===== config.mk =====
export PLATFORM = sky130hd
export DESIGN_NAME = sp_ram_ctrl
export DESIGN_NICKNAME = d
export VERILOG_FILES = /design/src/rtl/sp_ram_ctrl.sv
export SDC_FILE = /design/constraint.sdc
export NUM_CORES = 2
export LEC_CHECK = 0
export CORE_AREA = 2 2 713 715
export DETAILED_ROUTE_END_ITERATION = 8
export DIE_AREA = 0 0 715 717
export PLACE_DENSITY_LB_ADDON = 0.12
export SLEW_MARGIN = 5
export SYNTH_ARGS = -nofsm -noshare
export SYNTH_HDL_FRONTEND = slang
export SYNTH_SLANG_ARGS = --single-unit
export TNS_END_PERCENT = 50

===== constraint.sdc =====
create_clock -name clk -period 3.4 [get_ports clk]
set_input_delay 0.51 -clock clk [delete_from_list [all_inputs] [get_ports clk]]
set_output_delay 0.51 -clock clk [all_outputs]
set_load 0.05 [all_outputs]

===== src/rtl/sp_ram_ctrl.sv =====
// sp_ram_ctrl: single-port synchronous RAM with valid/ready request port,
// per-byte write enables, address range checking, RD_LAT of 1 or 2 cycles
// and a clear engine that zeroes every word after reset or clr_req.
// Optional feature: define RAM_PARITY_EN for per-byte even parity storage,
// the err_inj port and parity error reporting on rd_err.
module sp_ram_ctrl #(
    parameter int unsigned DATA_W = 32,
    parameter int unsigned ADDR_W = 8,
    parameter int unsigned DEPTH  = 100,
    parameter int unsigned RD_LAT = 1
) (
    input  logic              clk,
    input  logic              rst_n,
    input  logic              clr_req,
    input  logic              req_valid,
    output logic              req_ready,
    input  logic              req_we,
    input  logic [ADDR_W-1:0] req_addr,
    input  logic [DATA_W-1:0] req_wdata,
    input  logic [DATA_W/8-1:0] req_be,
    output logic              rd_valid,
    output logic [DATA_W-1:0] rd_data,
    output logic              rd_err,
    output logic              wr_err,
`ifdef RAM_PARITY_EN
    input  logic              err_inj,
`endif
    output logic              init_done
);

    localparam int unsigned NB    = DATA_W / 8;
    localparam int unsigned IDX_W = (DEPTH > 1) ? $clog2(DEPTH) : 1;
    localparam logic [IDX_W-1:0]  LAST    = IDX_W'(DEPTH - 1);
    localparam logic [ADDR_W:0]   DEPTH_X = (ADDR_W+1)'(DEPTH);

    typedef enum logic {CLEAR, RUN} state_t;

    state_t            state_q, state_d;
    logic [IDX_W-1:0]  clr_cnt;

    logic [DATA_W-1:0] mem [DEPTH];
`ifdef RAM_PARITY_EN
    logic [NB-1:0]     par [DEPTH];
    logic [NB-1:0]     wr_par;
    logic [NB-1:0]     rd_par;
`endif

    logic              accept;
    logic              in_range;
    logic              wr_en;
    logic [IDX_W-1:0]  wr_idx;
    logic [DATA_W-1:0] wr_data;
    logic [NB-1:0]     wr_be;
    logic [IDX_W-1:0]  rd_idx;
    logic [DATA_W-1:0] rd_word;
    logic              s_valid;
    logic [DATA_W-1:0] s_data;
    logic              s_err;

    assign req_ready = (state_q == RUN);
    assign init_done = (state_q == RUN);
    assign accept    = req_valid && (state_q == RUN);
    assign in_range  = ({1'b0, req_addr} < DEPTH_X);
    assign rd_idx    = req_addr[IDX_W-1:0];

    // FSM state register
    always_ff @(posedge clk or negedge rst_n) begin
        if (!rst_n) state_q <= CLEAR;
        else        state_q <= state_d;
    end

    // Next state: CLEAR ends after the last word, clr_req restarts it from RUN
    always_comb begin
        state_d = state_q;
        case (state_q)
            CLEAR:   if (clr_cnt == LAST) state_d = RUN;
            RUN:     if (clr_req)         state_d = CLEAR;
            default: state_d = CLEAR;
        endcase
    end

    // Clear address counter, parked at 0 outside CLEAR
    always_ff @(posedge clk or negedge rst_n) begin
        if (!rst_n) begin
            clr_cnt <= '0;
        end else if (state_q == CLEAR) begin
            clr_cnt <= (clr_cnt == LAST) ? '0 : clr_cnt + 1'b1;
        end
    end

    // Write port mux: clear engine owns the port in CLEAR, requests in RUN
    always_comb begin
        wr_en   = 1'b0;
        wr_idx  = clr_cnt;
        wr_data = '0;
        wr_be   = '1;
`ifdef RAM_PARITY_EN
        wr_par  = '0;
`endif
        if (state_q == RUN) begin
            wr_en   = accept && req_we && in_range;
            wr_idx  = req_addr[IDX_W-1:0];
            wr_data = req_wdata;
            wr_be   = req_be;
`ifdef RAM_PARITY_EN
            for (int unsigned b = 0; b < NB; b++)
                wr_par[b] = (^req_wdata[8*b +: 8]) ^ err_inj;
`endif
        end else begin
            wr_en = 1'b1;
        end
    end

    // Storage array: byte-masked writes, no reset (the clear engine zeroes it)
    always_ff @(posedge clk) begin
        if (wr_en) begin
            for (int unsigned b = 0; b < NB; b++) begin
                if (wr_be[b]) begin
                    mem[wr_idx][8*b +: 8] <= wr_data[8*b +: 8];
`ifdef RAM_PARITY_EN
                    par[wr_idx][b] <= wr_par[b];
`endif
                end
            end
        end
    end

    // Read result before the output register(s)
    always_comb begin
        rd_word = mem[rd_idx];
        s_valid = accept && !req_we;
        s_data  = in_range ? rd_word : '0;
        s_err   = !in_range;
`ifdef RAM_PARITY_EN
        rd_par  = par[rd_idx];
        for (int unsigned b = 0; b < NB; b++)
            if (in_range && ((^rd_word[8*b +: 8]) != rd_par[b]))
                s_err = 1'b1;
`endif
    end

    // Write error pulse, registered on the accept edge
    always_ff @(posedge clk or negedge rst_n) begin
        if (!rst_n) wr_err <= 1'b0;
        else        wr_err <= accept && req_we && !in_range;
    end

    generate
        if (RD_LAT == 2) begin : g_lat2
            logic              p_valid;
            logic [DATA_W-1:0] p_data;
            logic              p_err;

            // Two-stage read pipeline, flushed by reset
            always_ff @(posedge clk or negedge rst_n) begin
                if (!rst_n) begin
                    p_valid  <= 1'b0;
                    p_data   <= '0;
                    p_err    <= 1'b0;
                    rd_valid <= 1'b0;
                    rd_data  <= '0;
                    rd_err   <= 1'b0;
                end else begin
                    p_valid  <= s_valid;
                    p_data   <= s_data;
                    p_err    <= s_err;
                    rd_valid <= p_valid;
                    rd_data  <= p_data;
                    rd_err   <= p_err;
                end
            end
        end else begin : g_lat1
            // Single read output register, flushed by reset
            always_ff @(posedge clk or negedge rst_n) begin
                if (!rst_n) begin
                    rd_valid <= 1'b0;
                    rd_data  <= '0;
                    rd_err   <= 1'b0;
                end else begin
                    rd_valid <= s_valid;
                    rd_data  <= s_data;
                    rd_err   <= s_err;
                end
            end
        end
    endgenerate

endmodule


* Word-level counts from Yosys, hierarchy flattened
Memory sizes are Yosys's and may differ from the RTL's. Cells that the tools add are included.
Word-level totals: register bits after elaboration 43, latch bits 0, memory bits (writable) 3200, memory bits (read-only) 0, input port bits 49, output and inout bits 37, memories 1
Cells by class: add/subtract/negate cells 1, multiply operators 0, div/mod/pow operators 0, $lt $le $gt $ge 1, equal/unequal tests 1, shifts and indexed selects 0, multiplexer cells 21, bitwise operators 1, reduce and logical (&&, ||, !) cells 7
Memory list:
- mem | depth 100, bits a word 32, read ports 1, clocked after memory_dff 0, write ports 1, line 41 | logic [DATA_W-1:0] mem [DEPTH];
Operator list (count):
- $mux W32 | 2
- $mux W1 | 15
- $mux W7 | 2
- $lt A8 B7 Y1 const B | 1
- $add A7 B1 Y7 const B | 1
- $eq A7 B7 Y1 const B | 1
- $logic_and A1 B1 Y1 | 5
- $mux W4 | 1
- $logic_not A1 Y1 | 2
- $pmux W1 S2 | 1
- $not A1 Y1 | 1

* Logic depth before layout (Yosys ltp)
depth in word-level cells 6, mapped depth 12

* Worst setup path after synthesis
Ideal clock, no wire load.
kind flip-flop to flip-flop, start register state_q (netlist: init_done), end memory mem[0][12], data pin, library setup time 0.461 ns, arrival 2.842 ns, data required time 2.939 ns, path slack 0.098 ns, stages on the path, launching flop included 5, buffers on the path 3, period minus slack after synthesis 3.302 ns, cells stage by stage dfrtp_1 > clkbuf_1 > clkbuf_1 > clkbuf_1 > and2_1
Between the ends: cells in the longest elaborated chain, start to end 1
RTL lines:
- from (decl) | line 38 | state_t state_q, state_d;
- from (signal assigned) | line 69 | else state_q <= state_d;
- $mux W32 | line 100 | if (state_q == RUN) begin
- net wr_data[12] | line 52 | logic [DATA_W-1:0] wr_data;
- to (decl) | line 41
The timed path passes the listed nets, and every way through them passes these cells.

* Worst setup path after layout
start register state_q (netlist: init_done), end output init_done
RTL lines:
- to (decl) | line 28 | output logic init_done
No word-level cell between the ends.

==> key figures <==
Hold path
  • Hold Path Class: input port to asynchronous set/reset pin

Placement
  • Port bufs: 85
  • HPWL Detailed: 319000 microns
  • Pre-CTS setup slack: -0.497 ns
  • Routability cong.: 0.876

Synth
  • Largest cells by area after synthesis: edfxtp_1 76%, mux4_2 15%, nor2_1 1.4%
  • Most frequent cell after synthesis: edfxtp_1
  • Distinct cells, synth: 62
  • Gate Count Post-Synth: 5820
  • Synth Register Bits: 3243
  • Synthesized area: 0.126 sq mm
  • Post-synth top cells: 3200 x edfxtp_1, 860 x mux4_2, 480 x nor2_1
  • Top_reg_cell synth: edfxtp_1
  • Synth async-reset ratio: under 10%
  • Top cell type's share of synthesized area: 76.3%
  • Synth area leader: edfxtp_1
  • Seq/Total Area, Yosys: 77.2%
  • Syn Nets: 5870
  • Syn avg cell area: approximately 22 sq um
  • Synthesis Warnings: 0
  • EDFF count, synth: 3200

Outcome
  • Run status: completed

Timing
  • Clock Skews: 0.0487 ns
  • Worst-Margin Slew: roughly 1.3 ns
  • Slew headroom: 10.4%
  • Final min period: 3.28 ns
  • RSZ-0062 raised after global routing: false
  • Setup ws final: ~0.12 ns
  • Max-slew violations: 0
  • Final Cycle Share: 96.4%
  • Final setup vio count: 0
  • Max Freq: 0.305 GHz
  • Hold Violations, Final: 0

Critical path
  • CP Class: flop to primary output
  • Crit path DAT: 2.77 ns
  • CP Capture Type: primary output
  • CP startpoint kind: flop
  • Critical Path RT: approximately 2.9 ns
  • Crit Path Max Fanout: 24

Route
  • DRC: 0
  • TritonRoute pass-1 iters: 5
  • Overall routed net length: 449000 microns
  • Routed Antenna Nets: 0
  • Drt wl/cell: roughly 32 microns
  • DR vias: 64200
  • Vias/cell: 4.64
  • Initial detailed-routing violation count: 6440

Clocking
  • Clk buf depth: 4
  • Clock Latency Late Sink: slightly below 1 ns
  • H-tree Lvls: 5
  • Setup Fix Bufs, Post-CTS: 0
  • Clock Sinks: 3243
  • CTS tree: built
  • Reg clk slew, reported paths: 0.06 ns
  • Root Buffer: clkbuf_16
  • Total CTS buffers: 376

GRT
  • Largest net degree at the start of global routing: slightly above 100
  • Total GRT Usage: 17.2%
  • Initial antenna violation count: 51
  • Vias in the first global route: 66100
  • GR Overflow Total: 0
  • First-pass GRT wire length: 604000 microns

Power and ir drop
  • Pwr per Cell Area: about 550 mW/mm^2
  • Switch Pwr: 18.5 mW
  • Gate power share: 3.2%
  • Pint: 66.7 mW
  • Leakage dissipation: 42.1 nW
  • Sw Share: 21.7%
  • Tot Pwr: 85.2 mW
  • Clock power frac: a little under half
  • Reg power frac: 50.9%
  • Worst vdd ir: ~0.4 mV

Job
  • Max-cap viol count: 0

Floorplanning
  • IO Pins: 86
  • Initial Util: 25.0%
  • Die height: 717 microns
  • Core area: slightly above 0.5 sq mm
  • Die ar.: 0.513 sq mm
  • Die W: 715 microns
  • Core Rows: 261

Cells and area
  • Nets: around 6800
  • Layout cells sized above 1: roughly 33%
  • Layout area overhead: 23.1%
[final timing paths]
check / startpoint / end / slack [ns] / cells past startpoint
max reg2reg: init_done / mem[65][29] / 0.16 / 7
min in group clk: req_addr[5] / rd_data[5] / 0.14 / 4
min reg2reg: clr_cnt[6] / clr_cnt[6] / 0.60 / 1
max: init_done / init_done / 0.12 / 3
max in group asynchronous: rst_n / rd_data[12] / 2.58 / 3
min: rst_n / rd_data[7] / 0.12 / 2
[worst max-delay path, cell delays in order (launching register included)]
cell             delay (ns)
dfrtp_2                0.62
buf_4                  0.33
buf_4                  0.29
clkdlybuf4s15_1        0.54
[power groups by stage]
stage	Clock [mW]	Sequential, mW	Combinational [mW]
finish	39.1	43.4	2.76
floorplan	0	44.3	1.26
CTS	40.1	43.4	2.82
global route	41.6	43.4	2.87
global placement	0	44.2	2.82
detailed placement	0	44.2	2.81
[registers in the layout, indices dropped and copies added (netlist names)]
name / cells
rd_data: 32
wr_err: 1
init_done: 1
rd_valid: 1
clr_cnt: 7
rd_err: 1
mem: 3200
[through the flow]
stage                     utilization, %  TNS (ns)  cells  cell area (sq um)  hold WS, ns
after global routing                30.7         0  13800             155000        0.108
after floorplan                        -         0   5820             126000        0.214
after global placement              28.4   -209.32  13100             143000        0.559
after detailed placement            28.4   -223.15  13100             143000        0.565
after CTS                           30.7         0  13800             155000       0.0481
final                               30.7         0  13800             155000        0.123
[area by class of cell]
| cell class | count | area (sq um) |
|---|---|---|
| tap | 6706 | 8390 |
| clock buffer | 484 | 10000 |
| sequential | 3243 | 97200 |
| antenna | 24 | 60.1 |
| fill | 48900 | 350000 |
| timing repair buffer | 928 | 10500 |
| multi-input combinational | 2234 | 27100 |
| clock inverter | 193 | 1750 |
| inverter | 8 | 42.5 |
[layout by cell type (no fill, tap or decap), types with 51 or more instances in the layout]
cell,synthesis,final
edfxtp_1,3200,3200
buf_12,0,260
o21ai_0,51,51
clkbuf_16,0,380
clkdlybuf4s50_1,0,76
mux2i_1,143,142
clkinv_1,2,81
mux4_2,860,860
nand2_1,264,264
nor2_1,480,469
a21oi_1,95,95
buf_4,55,584
clkinv_2,0,51
clkbuf_1,136,93
[what timing repair did]
action	4_1_cts	5_1_grt
endpoints found under the setup margin	2	10
hold endpoints to repair	32	0
resized for setup	2	3
hold buffers	1	0
[cell families after synthesis]
kind of cell,after synthesis,share of synthesized area [%]
buf+inv,343,1.48
xor+xnor,3,0.0209
simple gates,847,2.71
compound gates,348,1.82
fa+ha+maj,1,0.00993
mux,1035,16.8
flops,3243,77.2
[per-layer routing]
layer  GRT usage, %  share of wire [%]  vias to the layer above
li1               -                  -                    26300
met1           24.6                 46                    35600
met2           27.3                 46                     1779
met3           2.84                5.3                      487
met4           4.54                2.7                        4
met5              0             0.0058                        -
No activity file was read; power rests on OpenSTA's default activity.
